## config.mk

```make
export PLATFORM = sky130hd
export DESIGN_NAME = uart_cmd_wrapper
export DESIGN_NICKNAME = d
export VERILOG_FILES = /design/src/rtl/knights_pkg.sv /design/src/rtl/uart_trx.sv /design/src/rtl/uart_cmd_wrapper.sv
export SDC_FILE = /design/constraint.sdc
export NUM_CORES = 1
export LEC_CHECK = 0
export CAP_MARGIN = 20
export CELL_PAD_IN_SITES_DETAIL_PLACEMENT = 1
export CELL_PAD_IN_SITES_GLOBAL_PLACEMENT = 2
export CORE_ASPECT_RATIO = 0.6
export CORE_MARGIN = 3
export CORE_UTILIZATION = 30
export CTS_BUF_LIST = sky130_fd_sc_hd__clkbuf_4 sky130_fd_sc_hd__clkbuf_8
export CTS_CLUSTER_DIAMETER = 200
export DETAILED_ROUTE_END_ITERATION = 10
export MAX_ROUTING_LAYER = met4
export PLACE_DENSITY_LB_ADDON = 0.1
export SYNTH_ARGS = -nofsm -noshare
export SYNTH_HDL_FRONTEND = slang
export SYNTH_HIERARCHICAL = 1
export SYNTH_SLANG_ARGS = --single-unit
```

## constraint.sdc

```tcl
create_clock -name clk -period 2.1 [get_ports clk]
set_input_delay 0.63 -clock clk [delete_from_list [all_inputs] [get_ports clk]]
set_output_delay 0.63 -clock clk [all_outputs]
set_load 0.05 [all_outputs]
```

## src/rtl/knights_pkg.sv

```systemverilog
// Shared constants and types for the KnightsTour remote command link.
package knights_pkg;

   localparam logic [7:0] POS_ACK  = 8'hA5;
   localparam logic [7:0] MOVE_ACK = 8'h5A;

   localparam int DEFAULT_BAUD_CYCLES    = 2604;
   localparam int DEFAULT_BYTE_TO_CYCLES = 2000000;

   typedef enum logic {IDLE, WAIT_LO} rx_state_t;

   // Bit counters stop at 10 so they can never wrap into a valid bit index.
   function automatic logic [3:0] bit_inc(input logic [3:0] b);
      return (b >= 4'd10) ? 4'd10 : b + 4'd1;
   endfunction

endpackage

```

## src/rtl/uart_trx.sv

```systemverilog
// 8N1 byte transceiver: mid-bit sampling receiver and a shift-register transmitter.
module uart_trx
   import knights_pkg::*;
#(
   parameter int BAUD_CYCLES = DEFAULT_BAUD_CYCLES
) (
   input  logic       clk,
   input  logic       rst_n,
   input  logic       RX,
   output logic [7:0] rx_data,
   output logic       rx_rdy,
   output logic       rx_frm_err,
   output logic       rx_busy,
   input  logic [7:0] tx_data,
   input  logic       trmt,
   output logic       TX,
   output logic       tx_done
);

   localparam int BW = $clog2(BAUD_CYCLES * 3 / 2 + 1);
   localparam logic [BW-1:0] BAUD_RELOAD  = BW'(BAUD_CYCLES - 1);
   localparam logic [BW-1:0] FIRST_RELOAD = BW'(BAUD_CYCLES * 3 / 2 - 1);

   logic          rx_meta_reg, rx_sync_reg, rx_prev_reg;
   logic          rx_busy_reg, rx_rdy_reg, rx_frm_err_reg;
   logic [BW-1:0] rx_baud_reg;
   logic [3:0]    rx_bit_reg;
   logic [7:0]    rx_shift_reg;

   logic [9:0]    tx_shift_reg;
   logic          tx_busy_reg, tx_done_reg;
   logic [BW-1:0] tx_baud_reg;
   logic [3:0]    tx_bit_reg;

   // Receiver: nine mid-bit samples (8 data + stop), the first 1.5 bits past the start edge.
   always_ff @(posedge clk or negedge rst_n) begin
      if (!rst_n) begin
         rx_meta_reg    <= 1'b1;
         rx_sync_reg    <= 1'b1;
         rx_prev_reg    <= 1'b1;
         rx_busy_reg    <= 1'b0;
         rx_rdy_reg     <= 1'b0;
         rx_frm_err_reg <= 1'b0;
         rx_baud_reg    <= '0;
         rx_bit_reg     <= '0;
         rx_shift_reg   <= '0;
      end else begin
         rx_meta_reg    <= RX;
         rx_sync_reg    <= rx_meta_reg;
         rx_prev_reg    <= rx_sync_reg;
         rx_rdy_reg     <= 1'b0;
         rx_frm_err_reg <= 1'b0;
         if (!rx_busy_reg) begin
            if (rx_prev_reg && !rx_sync_reg) begin
               rx_busy_reg <= 1'b1;
               rx_baud_reg <= FIRST_RELOAD;
               rx_bit_reg  <= '0;
            end
         end else if (rx_baud_reg != '0) begin
            rx_baud_reg <= rx_baud_reg - 1'b1;
         end else begin
            rx_baud_reg <= BAUD_RELOAD;
            rx_bit_reg  <= bit_inc(rx_bit_reg);
            if (rx_bit_reg < 4'd8) begin
               rx_shift_reg <= {rx_sync_reg, rx_shift_reg[7:1]};
            end else begin
               rx_busy_reg <= 1'b0;
               if (rx_sync_reg) rx_rdy_reg     <= 1'b1;
               else             rx_frm_err_reg <= 1'b1;
            end
         end
      end
   end

   assign rx_data    = rx_shift_reg;
   assign rx_rdy     = rx_rdy_reg;
   assign rx_frm_err = rx_frm_err_reg;
   assign rx_busy    = rx_busy_reg;

   // Transmitter: the shifter resets to all ones so TX idles high straight out of reset.
   always_ff @(posedge clk or negedge rst_n) begin
      if (!rst_n) begin
         tx_shift_reg <= '1;
         tx_busy_reg  <= 1'b0;
         tx_done_reg  <= 1'b0;
         tx_baud_reg  <= '0;
         tx_bit_reg   <= '0;
      end else if (!tx_busy_reg) begin
         if (trmt) begin
            tx_shift_reg <= {1'b1, tx_data, 1'b0};
            tx_busy_reg  <= 1'b1;
            tx_done_reg  <= 1'b0;
            tx_baud_reg  <= BAUD_RELOAD;
            tx_bit_reg   <= '0;
         end
      end else if (tx_baud_reg != '0) begin
         tx_baud_reg <= tx_baud_reg - 1'b1;
      end else if (tx_bit_reg == 4'd9) begin
         tx_busy_reg <= 1'b0;
         tx_done_reg <= 1'b1;
         tx_bit_reg  <= bit_inc(tx_bit_reg);
      end else begin
         tx_shift_reg <= {1'b1, tx_shift_reg[9:1]};
         tx_baud_reg  <= BAUD_RELOAD;
         tx_bit_reg   <= bit_inc(tx_bit_reg);
      end
   end

   assign TX      = tx_shift_reg[0];
   assign tx_done = tx_done_reg;

endmodule

```

## src/rtl/uart_cmd_wrapper.sv

```systemverilog
// Assembles two received bytes (high first) into a 16-bit command and sends response bytes.
module uart_cmd_wrapper
   import knights_pkg::*;
#(
   parameter int BAUD_CYCLES    = DEFAULT_BAUD_CYCLES,
   parameter int BYTE_TO_CYCLES = DEFAULT_BYTE_TO_CYCLES
) (
   input  logic        clk,
   input  logic        rst_n,
   input  logic        RX,
   output logic        TX,
   output logic [15:0] cmd,
   output logic        cmd_rdy,
   input  logic        clr_cmd_rdy,
   input  logic [7:0]  resp,
   input  logic        trmt,
   output logic        tx_done
);

   localparam int TW = $clog2(BYTE_TO_CYCLES + 1);
   localparam logic [TW-1:0] TO_LIMIT = TW'(BYTE_TO_CYCLES);

   logic [7:0]  rx_data;
   logic        rx_rdy, rx_frm_err, rx_busy;

   rx_state_t   state_reg, state_next;
   logic        latch_hi, latch_lo, timer_run;
   logic [TW-1:0] timer_reg;
   logic [15:0] cmd_reg;
   logic        cmd_rdy_reg;

   uart_trx #(
      .BAUD_CYCLES(BAUD_CYCLES)
   ) u_trx (
      .clk       (clk),
      .rst_n     (rst_n),
      .RX        (RX),
      .rx_data   (rx_data),
      .rx_rdy    (rx_rdy),
      .rx_frm_err(rx_frm_err),
      .rx_busy   (rx_busy),
      .tx_data   (resp),
      .trmt      (trmt),
      .TX        (TX),
      .tx_done   (tx_done)
   );

   always_ff @(posedge clk or negedge rst_n) begin
      if (!rst_n) state_reg <= IDLE;
      else        state_reg <= state_next;
   end

   // The inter-byte timer only runs while the line is idle; a frame in flight pauses it.
   always_comb begin
      state_next = state_reg;
      latch_hi   = 1'b0;
      latch_lo   = 1'b0;
      timer_run  = 1'b0;
      case (state_reg)
         IDLE: begin
            if (rx_rdy) begin
               latch_hi   = 1'b1;
               state_next = WAIT_LO;
            end
         end
         WAIT_LO: begin
            if (rx_rdy) begin
               latch_lo   = 1'b1;
               state_next = IDLE;
            end else if (rx_frm_err) begin
               state_next = IDLE;
            end else if (!rx_busy) begin
               if (timer_reg == TO_LIMIT) state_next = IDLE;
               else                       timer_run  = 1'b1;
            end
         end
         default: state_next = IDLE;
      endcase
   end

   always_ff @(posedge clk or negedge rst_n) begin
      if (!rst_n) begin
         timer_reg   <= '0;
         cmd_reg     <= '0;
         cmd_rdy_reg <= 1'b0;
      end else begin
         if (state_reg == IDLE) timer_reg <= '0;
         else if (timer_run)    timer_reg <= timer_reg + 1'b1;

         if (latch_hi) cmd_reg[15:8] <= rx_data;
         if (latch_lo) cmd_reg[7:0]  <= rx_data;

         // A completing command beats a simultaneous acknowledge.
         if (latch_lo)                     cmd_rdy_reg <= 1'b1;
         else if (latch_hi || clr_cmd_rdy) cmd_rdy_reg <= 1'b0;
      end
   end

   assign cmd     = cmd_reg;
   assign cmd_rdy = cmd_rdy_reg;

endmodule

```

==> results.py <==
metrics = {
    "outcome": {
        "status": "complete, but fails checks",
        "violations": "negative setup slack",
    },
    "cells_and_area": {
        "drive_gt1_share_pct": 28.8,
        "areaGrowthSynthToFinish_pct": 22.8,
        "fin_nets": 543,
        "largest_register_ffs": 21,
        "antenna_cells": 0,
        "post-route-util_pct": 38.0,
        "finalInstanceArea_um2": 5900,
    },
    "grt": {
        "use_met3_pct": 3.30,
        "grt_pass1_wl_um": 21600,
        "use_met2_pct": 19.3,
        "grt_usage_pct": 15.7,
        "grt_pass1_vias": 3851,
        "grt-ovfl-total": 0,
        "antenna_found_initial": 0,
        "globalRouteMet1Util_pct": 25.7,
        "top_usage_layer": "met1",
        "grt_max_degree": 38,
    },
    "cts": {
        "worst_skew_pair.late_latency_ns": 0.37,
        "clk_pin_slew_ns": 0.10,
        "clk_path_buf_depth": 2,
        "cts_tree": "yes",
        "clockRootBuffer": "clkbuf_8",
        "cts_sinks": 96,
        "htreeDepth": 3,
        "cts_buffers": 9,
    },
    "timing": {
        "slew_viol_final": 0,
        "finalClockSkew_ns": 0.0126,
        "relSlewSlack_pct": 57.0,
        "fin_crit_ns": 2.12,
        "min_period_over_period_pct": 101,
        "max_freq_mhz": 473,
        "max_slew.worst_pin.slew_ns": 0.643,
        "fin_ws_ns": -0.0151,
        "hold_violations": 0,
        "finalSetupViolations": 1,
        "rsz0062_at_grt": "yes",
    },
    "synthesis": {
        "syn_nets": 467,
        "synthFlopType": "dfrtp_1",
        "syn_avg_cell_area_um2": 10.8,
        "syn_inst": 443,
        "syn_area_um2": 4800,
        "synth_edf_count": 0,
        "synth-seq-area-share_pct": 50.4,
        "synth_seq_cells": 96,
        "yosysUniqueCellTypes": 68,
        "async_flop_share_pct": 100,
        "ys.warnings.count": 6,
    },
    "routing": {
        "vias": 3734,
        "drt_iter0_drc": 217,
        "drt_wl_total_um": 12700,
        "drc": 0,
        "antenna_left": 0,
        "dr.pass1.iters": 4,
        "vias_per_cell": 5.14,
        "wire_per_inst_um": 17.4,
    },
    "power": {
        "total_power_mw": 4.93,
        "p_leak_nw": 2.63,
        "p_per_area_nw_per_um2": 837,
        "vdd_drop_max_uv": 414,
    },
    "placed_design": {
        "dpl.hpwl_um": 9380,
        "routabilityCongestion": 0.759,
        "dpl_cell_area_um2": 5610,
        "dpl_worst_slack_ns": -0.321,
        "io_buffers": 31,
    },
    "floorplanning": {
        "core_area_um2": 15500,
        "die_h_um": 104,
        "start_util_pct": 31.0,
        "rows": 35,
        "dieArea_um2": 17600,
        "ios": 32,
        "die_w_um": 169,
    },
    "worst_setup_path": {
        "critPathBufInv": 1,
        "path_delay_family": "simple AND/OR/NAND/NOR gates",
        "arrival_ns": 2.37,
        "slowest_stage": "or4b_4",
        "path_max_fanout": 3,
        "slowest_delay_ns": 0.49,
        "startpoint_type": "flip-flop",
        "crit_path_end_kind": "flip-flop",
        "crit_required_ns": 2.36,
        "critical_path_class": "flip-flop to flip-flop",
        "crit_chain": "inv_2 > ha_4 > or4b_4 > o41a_1 > and3_1 > a211o_1",
    },
    "flow_run": {
        "max-cap-violations": 0,
    },
    "hold_path": {
        "min_path_type": "input pin to async pin",
    },
}
[logic make-up after synthesis]
logic type / count (synthesis) / share of synthesized area [%]
simple gates: 171 / 21.9
mux: 26 / 6.05
compound gates: 84 / 12.3
flops: 96 / 50.4
buf+inv: 37 / 3.26
xor+xnor: 18 / 3.28
fa+ha+maj: 11 / 2.87
[cells in the mapped netlist (3+ instances only)]
master,n,area [um^2]
nand3_1,14,70.1
xnor2_1,14,123
nor2_1,20,75.1
dfstp_2,12,315
and3_1,7,43.8
mux2_2,24,270
dfrtp_1,84,2100
a21boi_1,3,22.5
a2bb2oi_1,3,26.3
nand4_1,14,87.6
or2_2,3,18.8
inv_1,21,78.8
clkbuf_1,12,45.0
or4_1,8,60.1
a21oi_1,15,75.1
nand2b_1,4,25.0
ha_1,11,138
a31oi_1,4,25.0
xor2_1,4,35.0
and2_1,14,87.6
o31ai_1,6,45.0
nand2_1,29,109
nor4_1,8,50.1
o21ai_0,21,105
nor3_1,8,40.0
and4_1,4,35.0
o211ai_1,4,30.0
o221a_2,7,78.8
or3_1,13,81.3
[report_power, final]
group | leakage, nW | switching, mW | internal, mW
registers | 1.23 | 0.282 | 2.15
clock network | 0.0931 | 0.686 | 0.485
logic | 1.31 | 0.636 | 0.693
total | 2.63 | 1.60 | 3.33
[cell usage in the layout (no fill, tap or decap), drive strengths merged, types with 4 or more instances in the layout]
cell type	instances
nand3	15
a21oi	15
nor3	9
or2	4
nor4	12
xnor2	14
nand2	29
o31ai	6
ha	11
dfrtp	84
xor2	4
o221a	7
buf	70
or4	10
o21ai	23
clkinv	4
nand2b	4
o211ai	4
mux2	24
a31oi	4
clkdlybuf4s50	11
and2	14
and3	7
clkbuf	11
nor2	20
dfstp	12
inv	21
and4	4
nand4	14
or3	14
[layout make-up]
class                           instances  area (um^2)
Clock buffer                           11          145
Multi-Input combinational cell        310         2290
Inverter                               21         78.8
Sequential cell                        96         2420
Tap cell                              203          254
Fill cell                            1728         9610
Clock inverter                          5         42.5
Timing Repair Buffer                   81          668
[routing by layer]
layer / vias up / part of all wire, % / wire [um]
li1: 1787 / - / -
met1: 1886 / 59 / 7460
met2: 52 / 37 / 4740
met3: 9 / 2.9 / 373
met4: 0 / 0.91 / 115
met5: - / 0 / 0
[final timing paths]
| path | start | endpoint | slack [ns] | cells after the start |
|---|---|---|---|---|
| setup / recovery | u_trx/rx_baud_reg[0] | u_trx/rx_baud_reg[7] | -0.02 | 6 |
| max in group asynchronous | rst_n | u_trx/tx_shift_reg[7] | 1.30 | 2 |
| hold / removal | rst_n | cmd[7] | 0.19 | 1 |
| min in group clk | u_trx/rx_meta_reg | u_trx/rx_sync_reg | 0.37 | 0 |
| setup reg to reg | u_trx/rx_baud_reg[0] | u_trx/rx_baud_reg[7] | -0.02 | 6 |
| hold reg to reg | u_trx/rx_meta_reg | u_trx/rx_sync_reg | 0.37 | 0 |
[stage by stage]
stage | hold slack (ns) | TNS [ns] | instances
finish | 0.185 | -0.0151 | 727
global route | 0.191 | -0.293 | 727
CTS | 0.180 | -0.00327 | 722
detailed placement | 0.352 | -1.15 | 706
global placement | 0.351 | -0.805 | 706
floorplan | 0.334 | 0 | 443
[repair_timing]
item / 4_1_cts / 5_1_grt
pin swaps: 1 / 5
hold buffers: 0 / 0
resized for setup: 1 / 11
endpoints found under the setup margin: 8 / 23
setup buffers: 0 / 5
Power figures use the tool's default switching activity.
